--- src/rtl/ring_meas_pkg.sv ---
// Shared types and helpers for the ring oscillator frequency counter.
package ring_meas_pkg;

    typedef enum logic [1:0] {
        StIdle,
        StCount,
        StDone
    } meas_state_e;

    localparam int unsigned DefaultMinGateLog = 4;

    // Timer reload for a window of 2^(min_log+sel) clk cycles.
    function automatic logic [31:0] gate_len(input logic [2:0] sel,
                                             input int unsigned min_log = DefaultMinGateLog);
        return (32'd1 << (min_log + 32'(sel))) - 32'd1;
    endfunction

endpackage

--- src/rtl/ring_edge_sync.sv ---
// Synchronises the asynchronous ring oscillator into clk and flags its rising edges.
module ring_edge_sync #(
    parameter int unsigned SYNC_STAGES = 2
) (
    input  logic clk,
    input  logic rst_n,
    input  logic ring_in,
    output logic rise
);

    logic [SYNC_STAGES-1:0] sync_q, sync_d;
    logic                   prev_q, prev_d;

    always_comb begin
        sync_d = {sync_q[SYNC_STAGES-2:0], ring_in};
        prev_d = sync_q[SYNC_STAGES-1];
    end

    always_ff @(posedge clk) begin
        if (!rst_n) begin
            sync_q <= '0;
            prev_q <= 1'b0;
        end else begin
            sync_q <= sync_d;
            prev_q <= prev_d;
        end
    end

    assign rise = sync_q[SYNC_STAGES-1] & ~prev_q;

endmodule

--- src/rtl/ring_freq_counter.sv ---
// Counts synchronised ring oscillator edges over a programmable gate window and
// presents the latched result a byte at a time.
module ring_freq_counter
    import ring_meas_pkg::*;
#(
    parameter int unsigned CNT_W        = 16,
    parameter int unsigned SYNC_STAGES  = 2,
    parameter int unsigned MIN_GATE_LOG = DefaultMinGateLog
) (
    input  logic       clk,
    input  logic       rst_n,
    input  logic       ena,
    input  logic       ring_in,
    input  logic       start,
    input  logic       continuous,
    input  logic [2:0] gate_sel,
    input  logic       byte_sel,
    output logic [7:0] data_out,
    output logic       busy,
    output logic       valid,
    output logic       overflow
);

    // Wide enough for the largest reload, 2^(MIN_GATE_LOG+7)-1.
    localparam int unsigned TimerW = MIN_GATE_LOG + 7;

    meas_state_e       state_q, state_d;
    logic              start_q, start_d;
    logic [CNT_W-1:0]  cnt_q, cnt_d;
    logic [TimerW-1:0] timer_q, timer_d;
    logic              ovf_int_q, ovf_int_d;
    logic [CNT_W-1:0]  result_q, result_d;
    logic              valid_q, valid_d;
    logic              overflow_q, overflow_d;
    logic              rise;
    logic              go;
    logic              load;

    ring_edge_sync #(
        .SYNC_STAGES(SYNC_STAGES)
    ) u_sync (
        .clk    (clk),
        .rst_n  (rst_n),
        .ring_in(ring_in),
        .rise   (rise)
    );

    always_comb begin
        state_d    = state_q;
        start_d    = start;
        cnt_d      = cnt_q;
        timer_d    = timer_q;
        ovf_int_d  = ovf_int_q;
        result_d   = result_q;
        valid_d    = valid_q;
        overflow_d = overflow_q;
        load       = 1'b0;
        go         = (start & ~start_q) | continuous;

        unique case (state_q)
            StIdle: begin
                if (go) begin
                    load       = 1'b1;
                    valid_d    = 1'b0;
                    overflow_d = 1'b0;
                end
            end
            StCount: begin
                // Clears the one-cycle valid left by a back-to-back DONE.
                valid_d    = 1'b0;
                overflow_d = 1'b0;
                if (rise) begin
                    if (&cnt_q) begin
                        ovf_int_d = 1'b1;
                    end else begin
                        cnt_d = cnt_q + 1'b1;
                    end
                end
                timer_d = timer_q - 1'b1;
                if (timer_q == '0) begin
                    state_d = StDone;
                end
            end
            StDone: begin
                result_d   = cnt_q;
                overflow_d = ovf_int_q;
                valid_d    = 1'b1;
                if (continuous) begin
                    load = 1'b1;
                end else begin
                    state_d = StIdle;
                end
            end
            default: state_d = StIdle;
        endcase

        if (load) begin
            state_d   = StCount;
            timer_d   = TimerW'(gate_len(gate_sel, MIN_GATE_LOG));
            cnt_d     = '0;
            ovf_int_d = 1'b0;
        end

        // Abort wins over everything, including a DONE latch in flight.
        if (!ena) begin
            state_d    = StIdle;
            cnt_d      = '0;
            timer_d    = '0;
            ovf_int_d  = 1'b0;
            result_d   = result_q;
            valid_d    = valid_q;
            overflow_d = overflow_q;
        end
    end

    always_ff @(posedge clk) begin
        if (!rst_n) begin
            state_q    <= StIdle;
            start_q    <= 1'b0;
            cnt_q      <= '0;
            timer_q    <= '0;
            ovf_int_q  <= 1'b0;
            result_q   <= '0;
            valid_q    <= 1'b0;
            overflow_q <= 1'b0;
        end else begin
            state_q    <= state_d;
            start_q    <= start_d;
            cnt_q      <= cnt_d;
            timer_q    <= timer_d;
            ovf_int_q  <= ovf_int_d;
            result_q   <= result_d;
            valid_q    <= valid_d;
            overflow_q <= overflow_d;
        end
    end

    assign data_out = byte_sel ? 8'(result_q[CNT_W-1:8]) : result_q[7:0];
    assign busy     = (state_q != StIdle);
    assign valid    = valid_q;
    assign overflow = overflow_q;

endmodule

--- config.mk ---
export PLATFORM = sky130hd
export DESIGN_NAME = ring_freq_counter
export DESIGN_NICKNAME = d
export VERILOG_FILES = /design/src/rtl/ring_meas_pkg.sv /design/src/rtl/ring_edge_sync.sv /design/src/rtl/ring_freq_counter.sv
export SDC_FILE = /design/constraint.sdc
export NUM_CORES = 1
export LEC_CHECK = 0
export ABC_AREA = 1
export CORE_AREA = 2 2 70 72
export DETAILED_ROUTE_END_ITERATION = 10
export DIE_AREA = 0 0 72 74
export GPL_TIMING_DRIVEN = 0
export PLACE_DENSITY = 0.83
export SETUP_SLACK_MARGIN = 0.05
export SKIP_CTS_REPAIR_TIMING = 1
export SLEW_MARGIN = 40
export SYNTH_ARGS = -nofsm -noshare
export SYNTH_HDL_FRONTEND = slang
export SYNTH_SLANG_ARGS = --single-unit
--- constraint.sdc ---
create_clock -name clk -period 4.4 [get_ports clk]
set_input_delay 1.32 -clock clk [delete_from_list [all_inputs] [get_ports clk]]
set_output_delay 1.32 -clock clk [all_outputs]
set_load 0.01 [all_outputs]
==> results of run 1 <==
[critical path, cell delays in order]
cell and delay, ns:
clkdlybuf4s50_1 0.57, clkbuf_2 0.25, nand2_1 0.07, o21ai_0 0.09
clkdlybuf4s50_1 0.57
[final timing paths]
path	from	slack (ns)	to	cells past startpoint
min	u_sync.sync_q[0]	0.44	u_sync.sync_q[1]	2
min reg2reg	u_sync.sync_q[0]	0.44	u_sync.sync_q[1]	2
max reg2reg	state_q[1]	2.40	timer_q[10]	12
max	byte_sel	0.20	data_out[6]	5
[through the flow]
| step | setup slack, ns | hold WS, ns |
|---|---|---|
| floorplan | 1.28 | 0.390 |
| global placement | 0.0883 | 0.392 |
| detailed placement | 0.0427 | 0.417 |
| CTS | 0.0414 | 0.438 |
| global route | 0.0891 | 0.440 |
| finish | 0.202 | 0.437 |
[registers in the layout, indices dropped and copies added, names as in the netlist]
name and count:
cnt_q 16, overflow 1, ovf_int_q 1, result_q 16, start_q 1, state_q 2
timer_q 11, u_sync.prev_q 1, u_sync.sync_q 2, valid 1
[cell usage after synthesis]
cell type | instances | area, um2
inv_2 | 6 | 22.5
xnor2_1 | 4 | 35.0
and3_1 | 1 | 6.26
nand2_4 | 4 | 45.0
buf_12 | 1 | 20.0
nand3b_1 | 2 | 15.0
inv_1 | 54 | 203
clkbuf_1 | 6 | 22.5
or2_1 | 1 | 6.26
nand2_1 | 78 | 293
o211ai_1 | 5 | 37.5
buf_2 | 3 | 15.0
or2_0 | 1 | 6.26
a31oi_1 | 1 | 6.26
o21ai_1 | 4 | 20.0
ha_1 | 2 | 25.0
clkinv_1 | 1 | 3.75
nand3_1 | 23 | 115
nand4_1 | 9 | 56.3
nor4_4 | 1 | 21.3
nor4_1 | 4 | 25.0
buf_4 | 1 | 7.51
buf_6 | 2 | 22.5
nor3b_1 | 1 | 7.51
nor3_4 | 1 | 16.3
nand2_2 | 4 | 25.0
a21oi_1 | 36 | 180
nor2_1 | 15 | 56.3
o21ai_0 | 36 | 180
a41oi_1 | 1 | 8.76
nor2_2 | 5 | 31.3
xor2_1 | 7 | 61.3
nor3_1 | 11 | 55.1
dfxtp_1 | 52 | 1040
nor2_4 | 3 | 33.8
nand3_2 | 1 | 10.0
nand2_8 | 2 | 40.0
o21bai_1 | 1 | 7.51
[power groups by stage]
stage | Clock [mW] | Sequential [mW] | Combinational [mW]
2_1_floorplan | 0 | 0.500 | 0.108
3_3_place_gp | 0 | 0.502 | 0.142
3_5_place_dp | 0 | 0.502 | 0.145
4_1_cts | 0.297 | 0.491 | 0.146
5_1_grt | 0.317 | 0.493 | 0.164
6_report | 0.289 | 0.492 | 0.148
[cell usage in the layout, fill, tap and decap left out, types with 2 or more instances in the layout]
cell type / netlist / routed
o21ai_0: 36 / 36
inv_2: 6 / 6
nand2_4: 4 / 4
nand2_2: 4 / 4
clkdlybuf4s50_1: 0 / 20
nor2_1: 15 / 15
nor4_1: 4 / 4
nand3_1: 23 / 23
o211ai_1: 5 / 5
nand4_1: 9 / 9
inv_1: 54 / 54
nand2_8: 2 / 2
xnor2_1: 4 / 4
dfxtp_1: 52 / 52
clkbuf_1: 6 / 5
ha_1: 2 / 2
nor3_1: 11 / 11
nor2_2: 5 / 5
nor2_4: 3 / 3
nand3b_1: 2 / 2
nand2_1: 78 / 78
buf_6: 2 / 2
a21oi_1: 36 / 36
buf_2: 3 / 3
xor2_1: 7 / 7
clkbuf_8: 0 / 5
o21ai_1: 4 / 4
[cell type report]
cell class	instances	area, um2	area share [%]
multi-input combinational	264	1430	45.3
tap	54	67.6	2.15
clock inverter	3	27.5	0.874
inverter	61	229	7.27
sequential	52	1040	33.1
timing repair buffer	20	200	6.36
buffer	13	88.8	2.82
clock buffer	5	68.8	2.19
[kinds of logic (layout without fill, tap and decap cells)]
kind of cell | Yosys count | after routing
AND/OR/NAND/NOR | 167 | 167
AO/OA/AOI/OAI | 84 | 84
adder cells (fa/ha/maj) | 2 | 2
flip-flops | 52 | 52
buffers and inverters | 74 | 102
XOR/XNOR | 11 | 11
[layer usage]
layer,vias up,GRT usage (%),wire length [um]
li1,1321,-,-
met1,1146,35.4,3000
met2,83,36.6,2720
met3,8,4.07,339
met4,0,6.92,59
met5,-,0,0
==> run summary, run 1 <==
Die H = 74 um
Clk Latency, worst-skew pair = 0.31 ns
Clock power share = 31.1%
GRT Overall Usage = 24.1%
Slew margin rel. = 64.7%
WL per Instance = 13.0 um
Root buffer cell = clkbuf_8
Port Buf Inserts = 20
Outcome = finished, final reports clean
Worst vdd ir = 0.182 mV
Period minus WS final = 4.20 ns
Core Area = 4600 um2
Drt pass-1 iters = 5
Die area = 5330 um2
Worst Hold Class = reg -> reg
Util after Layout = 68.5%
CTS sink cnt = 52
Largest family of logic cells by synthesized area = simple AND/OR/NAND/NOR gates
Net count, final = 429
Total CTS buffers = 5
CTS Buffer Depth = 2
First-pass GRT wire length = 10100 um
Fillers = 391
Post-DP Area = 3050 um2
Final cell count without fillers = 472
Final Cycle Share = 95.4%
Grt total ovfl = 0
Gpl congestion = 0.878
# rows = 25
Hold Vio Cnt, Final = 0
Pleak = 1.24 nW
Sequential share of the synthesized area = 37.4%
Final Routed Wirelength = 6120 um
RSZ-0062 raised after global routing = no
Compound-Gate Fraction of Synth Area = 15.8%
Worst Setup Start Kind = primary input
Simple-Gate Fraction of Synth Area = 31.1%
DRC viols = 0
Slew @ Worst Pin = 0.529 ns
Seq pwr share = 53.0%
Gate power share = 15.9%
Setup Skew = 0.00693 ns
Cells after synthesis = 390
Largest net degree at the start of global routing = 19
Final Max Slew Viols = 0
Synth Cell Area = 2780 um2
MaxCap Viol Count = 0
CTS tree = done
Xor/xnor share of the synthesized area = 3.46%
P&R area growth vs syn = 13.1%
Mux contribution to synthesized area = 0%
Vias in the first global route = 2186
Post-Synth Adder-Cell Area = 0.899%
Sw frac = 29.6%
Total power = 929 uW
Critical Path RT = 3.08 ns
YS warnings = 0
Initial antenna violation count = 0
Psw = 275 uW
Initial detailed-routing violation count = 287
Arrival time at the worst endpoint = 2.88 ns
Crit-path max FO = 10
Total number of vias = 2558
Post-route cell area = 3150 um2
Post-synthesis register bit count = 52
# diodes = 0
Initial core utilization = 60.5%
Power Internal = 654 uW
Vias per inst = 5.42
Clock transition at path regs = 0.10 ns
Io pins = 21
Setup TNS = 0 ns
Setup violators final = 0
Post-Syn Area per Cell = 7.14 um2
Layout cells sized above 1 = 10.3%
Syn Nets = 402
FMAX = 238 MHz
Library cells used by synthesis = 38
Die width = 72 um
Power Dens Cells = 295 nW/um2
Critical path class = in -> out
CP endpoint kind = output pin
Placed cells = 464
Detail Placement HPWL = 4490 um
H-Tree Depth = 2
ANT nets after route = 0
Power figures use the tool's default switching activity.
==> inputs of run 2 (changes only) <==
--- a/config.mk
+++ b/config.mk
@@ -6,9 +6,9 @@
 export NUM_CORES = 1
 export LEC_CHECK = 0
 export ABC_AREA = 1
-export CORE_AREA = 2 2 70 72
+export CORE_AREA = 5 5 73 75
 export DETAILED_ROUTE_END_ITERATION = 10
-export DIE_AREA = 0 0 72 74
+export DIE_AREA = 0 0 78 80
 export GPL_TIMING_DRIVEN = 0
 export PLACE_DENSITY = 0.83
 export SETUP_SLACK_MARGIN = 0.05
==> run summary, run 2 (synthesis gave the netlist of run 1 again) <==
Port Buf Inserts = 20 (unchanged)
Initial core utilization = 60.5% (unchanged)
Arrival time at the worst endpoint = 2.92 ns (was 2.88 ns)
Post-DP Area = 3050 um2 (unchanged)
Vias in the first global route = 2304 (was 2186)
WL per Instance = 12.9 um (was 13.0 um)
Clk Latency, worst-skew pair = 0.30 ns (was 0.31 ns)
Highest-count cells in the layout ignoring fill and taps = nand2_1, inv_1, dfxtp_1 (unchanged)
DRC viols = 0 (unchanged)
Die H = 80 um (was 74 um)
CP endpoint kind = output pin (unchanged)
Final Routed Wirelength = 6090 um (was 6120 um)
Placed cells = 464 (unchanged)
Largest net degree at the start of global routing = 18 (was 19)
Total number of vias = 2539 (was 2558)
# rows = 25 (unchanged)
Crit-path max FO = 10 (unchanged)
Fillers = 394 (was 391)
Worst Setup Start Kind = primary input (unchanged)
Post-route cell area = 3170 um2 (was 3150 um2)
Pleak = 1.25 nW (was 1.24 nW)
ANT nets after route = 0 (unchanged)
First-pass GRT wire length = 10500 um (was 10100 um)
Slowest-stage cell, CP = clkdlybuf4s50_1 (unchanged)
Worst Hold Class = reg -> reg (unchanged)
Clock transition at path regs = 0.09 ns (was 0.10 ns)
CTS tree = done (unchanged)
Setup TNS = 0 ns (unchanged)
Initial antenna violation count = 0 (unchanged)
Net count, final = 429 (unchanged)
Setup Skew = 0.00863 ns (was 0.00693 ns)
H-Tree Depth = 2 (unchanged)
CTS sink cnt = 52 (unchanged)
Slew margin rel. = 65.4% (was 64.7%)
Critical Path RT = 3.08 ns (about the same)
Final cell count without fillers = 472 (unchanged)
Outcome = finished, final reports clean (unchanged)
Die area = 6240 um2 (was 5330 um2)
Setup violators final = 0 (unchanged)
Layout cells sized above 1 = 10.3% (unchanged)
Final Cycle Share = 96.5% (was 95.4%)
Drt pass-1 iters = 4 (was 5)
Die width = 78 um (was 72 um)
Power Dens Cells = 307 nW/um2 (was 295 nW/um2)
MaxCap Viol Count = 0 (unchanged)
Hold Vio Cnt, Final = 0 (unchanged)
Gpl congestion = 0.915 (was 0.878)
Commonest non-fill, non-tap cell in the layout = nand2_1 (unchanged)
Initial detailed-routing violation count = 187 (was 287)
# diodes = 0 (unchanged)
Crit path largest cell delay = 0.59 ns (was 0.57 ns)
Period minus WS final = 4.24 ns (was 4.20 ns)
Io pins = 21 (unchanged)
Total CTS buffers = 5 (unchanged)
Most common cell on crit path = clkdlybuf4s50_1 (unchanged)
P&R area growth vs syn = 13.8% (was 13.1%)
Final Max Slew Viols = 0 (unchanged)
Critical path class = in -> out (unchanged)
Root buffer cell = clkbuf_8 (unchanged)
Core Area = 4600 um2 (unchanged)
Vias per inst = 5.38 (was 5.42)
FMAX = 236 MHz (was 238 MHz)
Worst-path cell chain = clkdlybuf4s50_1, clkbuf_2, nand2_1, o21ai_0, clkdlybuf4s50_1 (unchanged)
Grt total ovfl = 0 (unchanged)
Registers with the most flip-flops = cnt_q (16), result_q (16), timer_q (11) (unchanged)
Detail Placement HPWL = 4700 um (was 4490 um)
CTS Buffer Depth = 2 (unchanged)
Slew @ Worst Pin = 0.519 ns (was 0.529 ns)
Worst vdd ir = 0.219 mV (was 0.182 mV)
RSZ-0062 raised after global routing = no (unchanged)
GRT Overall Usage = 20.7% (was 24.1%)
[run 2: cell types whose count changed in the layout (fill, tap and decap cells not counted), sizes merged]
cell    change
clkinv      -1
bufinv      +1
[run 2: final timing paths]
path / startpoint / end / slack [ns] / depth (start not counted)
worst max-delay path: byte_sel / data_out[6] / 0.16 / 5
worst min-delay path: u_sync.sync_q[0] / u_sync.sync_q[1] / 0.42 / 2
worst max register to register: state_q[1] / timer_q[8] / 2.44 / 14
worst min register to register: u_sync.sync_q[0] / u_sync.sync_q[1] / 0.42 / 2
[run 2: cell type report]
class / instances / area (um2) / area share (%)
clock inverter: 3 / 46.3 / 1.46
multi-input combinational: 264 / 1430 / 45.0
timing repair buffer: 20 / 200 / 6.32
sequential: 52 / 1040 / 32.9
tap: 54 / 67.6 / 2.13
inverter: 61 / 229 / 7.23
buffer: 13 / 88.8 / 2.80
clock buffer: 5 / 68.8 / 2.17
[run 2: stage by stage]
step / util, % / setup WS [ns] / power, mW / hold slack [ns]
floorplan: - / 1.28 / 0.608 / 0.390
global placement: 66.4 / 0.0748 / 0.643 / 0.392
detailed placement: 66.4 / 0.0372 / 0.647 / 0.404
CTS: 68.9 / 0.0188 / 0.978 / 0.427
global route: 68.9 / 0.0559 / 1.02 / 0.450
finish: 68.9 / 0.155 / 0.972 / 0.423
[run 2: worst max-delay path, delay by kind of cell]
kind	cells	cell delay, ns
buffers and inverters	3	1.41
AOI/OAI and AO/OA	1	0.11
and+or+nand+nor	1	0.08
[run 2: report_power, final]
part	internal (mW)	total [mW]	leakage, nW	switching [mW]
logic	0.0551	0.146	0.775	0.0907
registers	0.482	0.492	0.421	0.00983
clock network	0.172	0.334	0.0548	0.163
total	0.709	0.972	1.25	0.263
[run 2: per-layer routing]
layer / vias up / share of wire (%) / track usage, %
met5: - / 0 / 0
met3: 6 / 6.5 / 3.84
met1: 1142 / 48 / 28.9
li1: 1322 / - / -
met4: 0 / 1.2 / 6.59
met2: 69 / 44 / 32.3
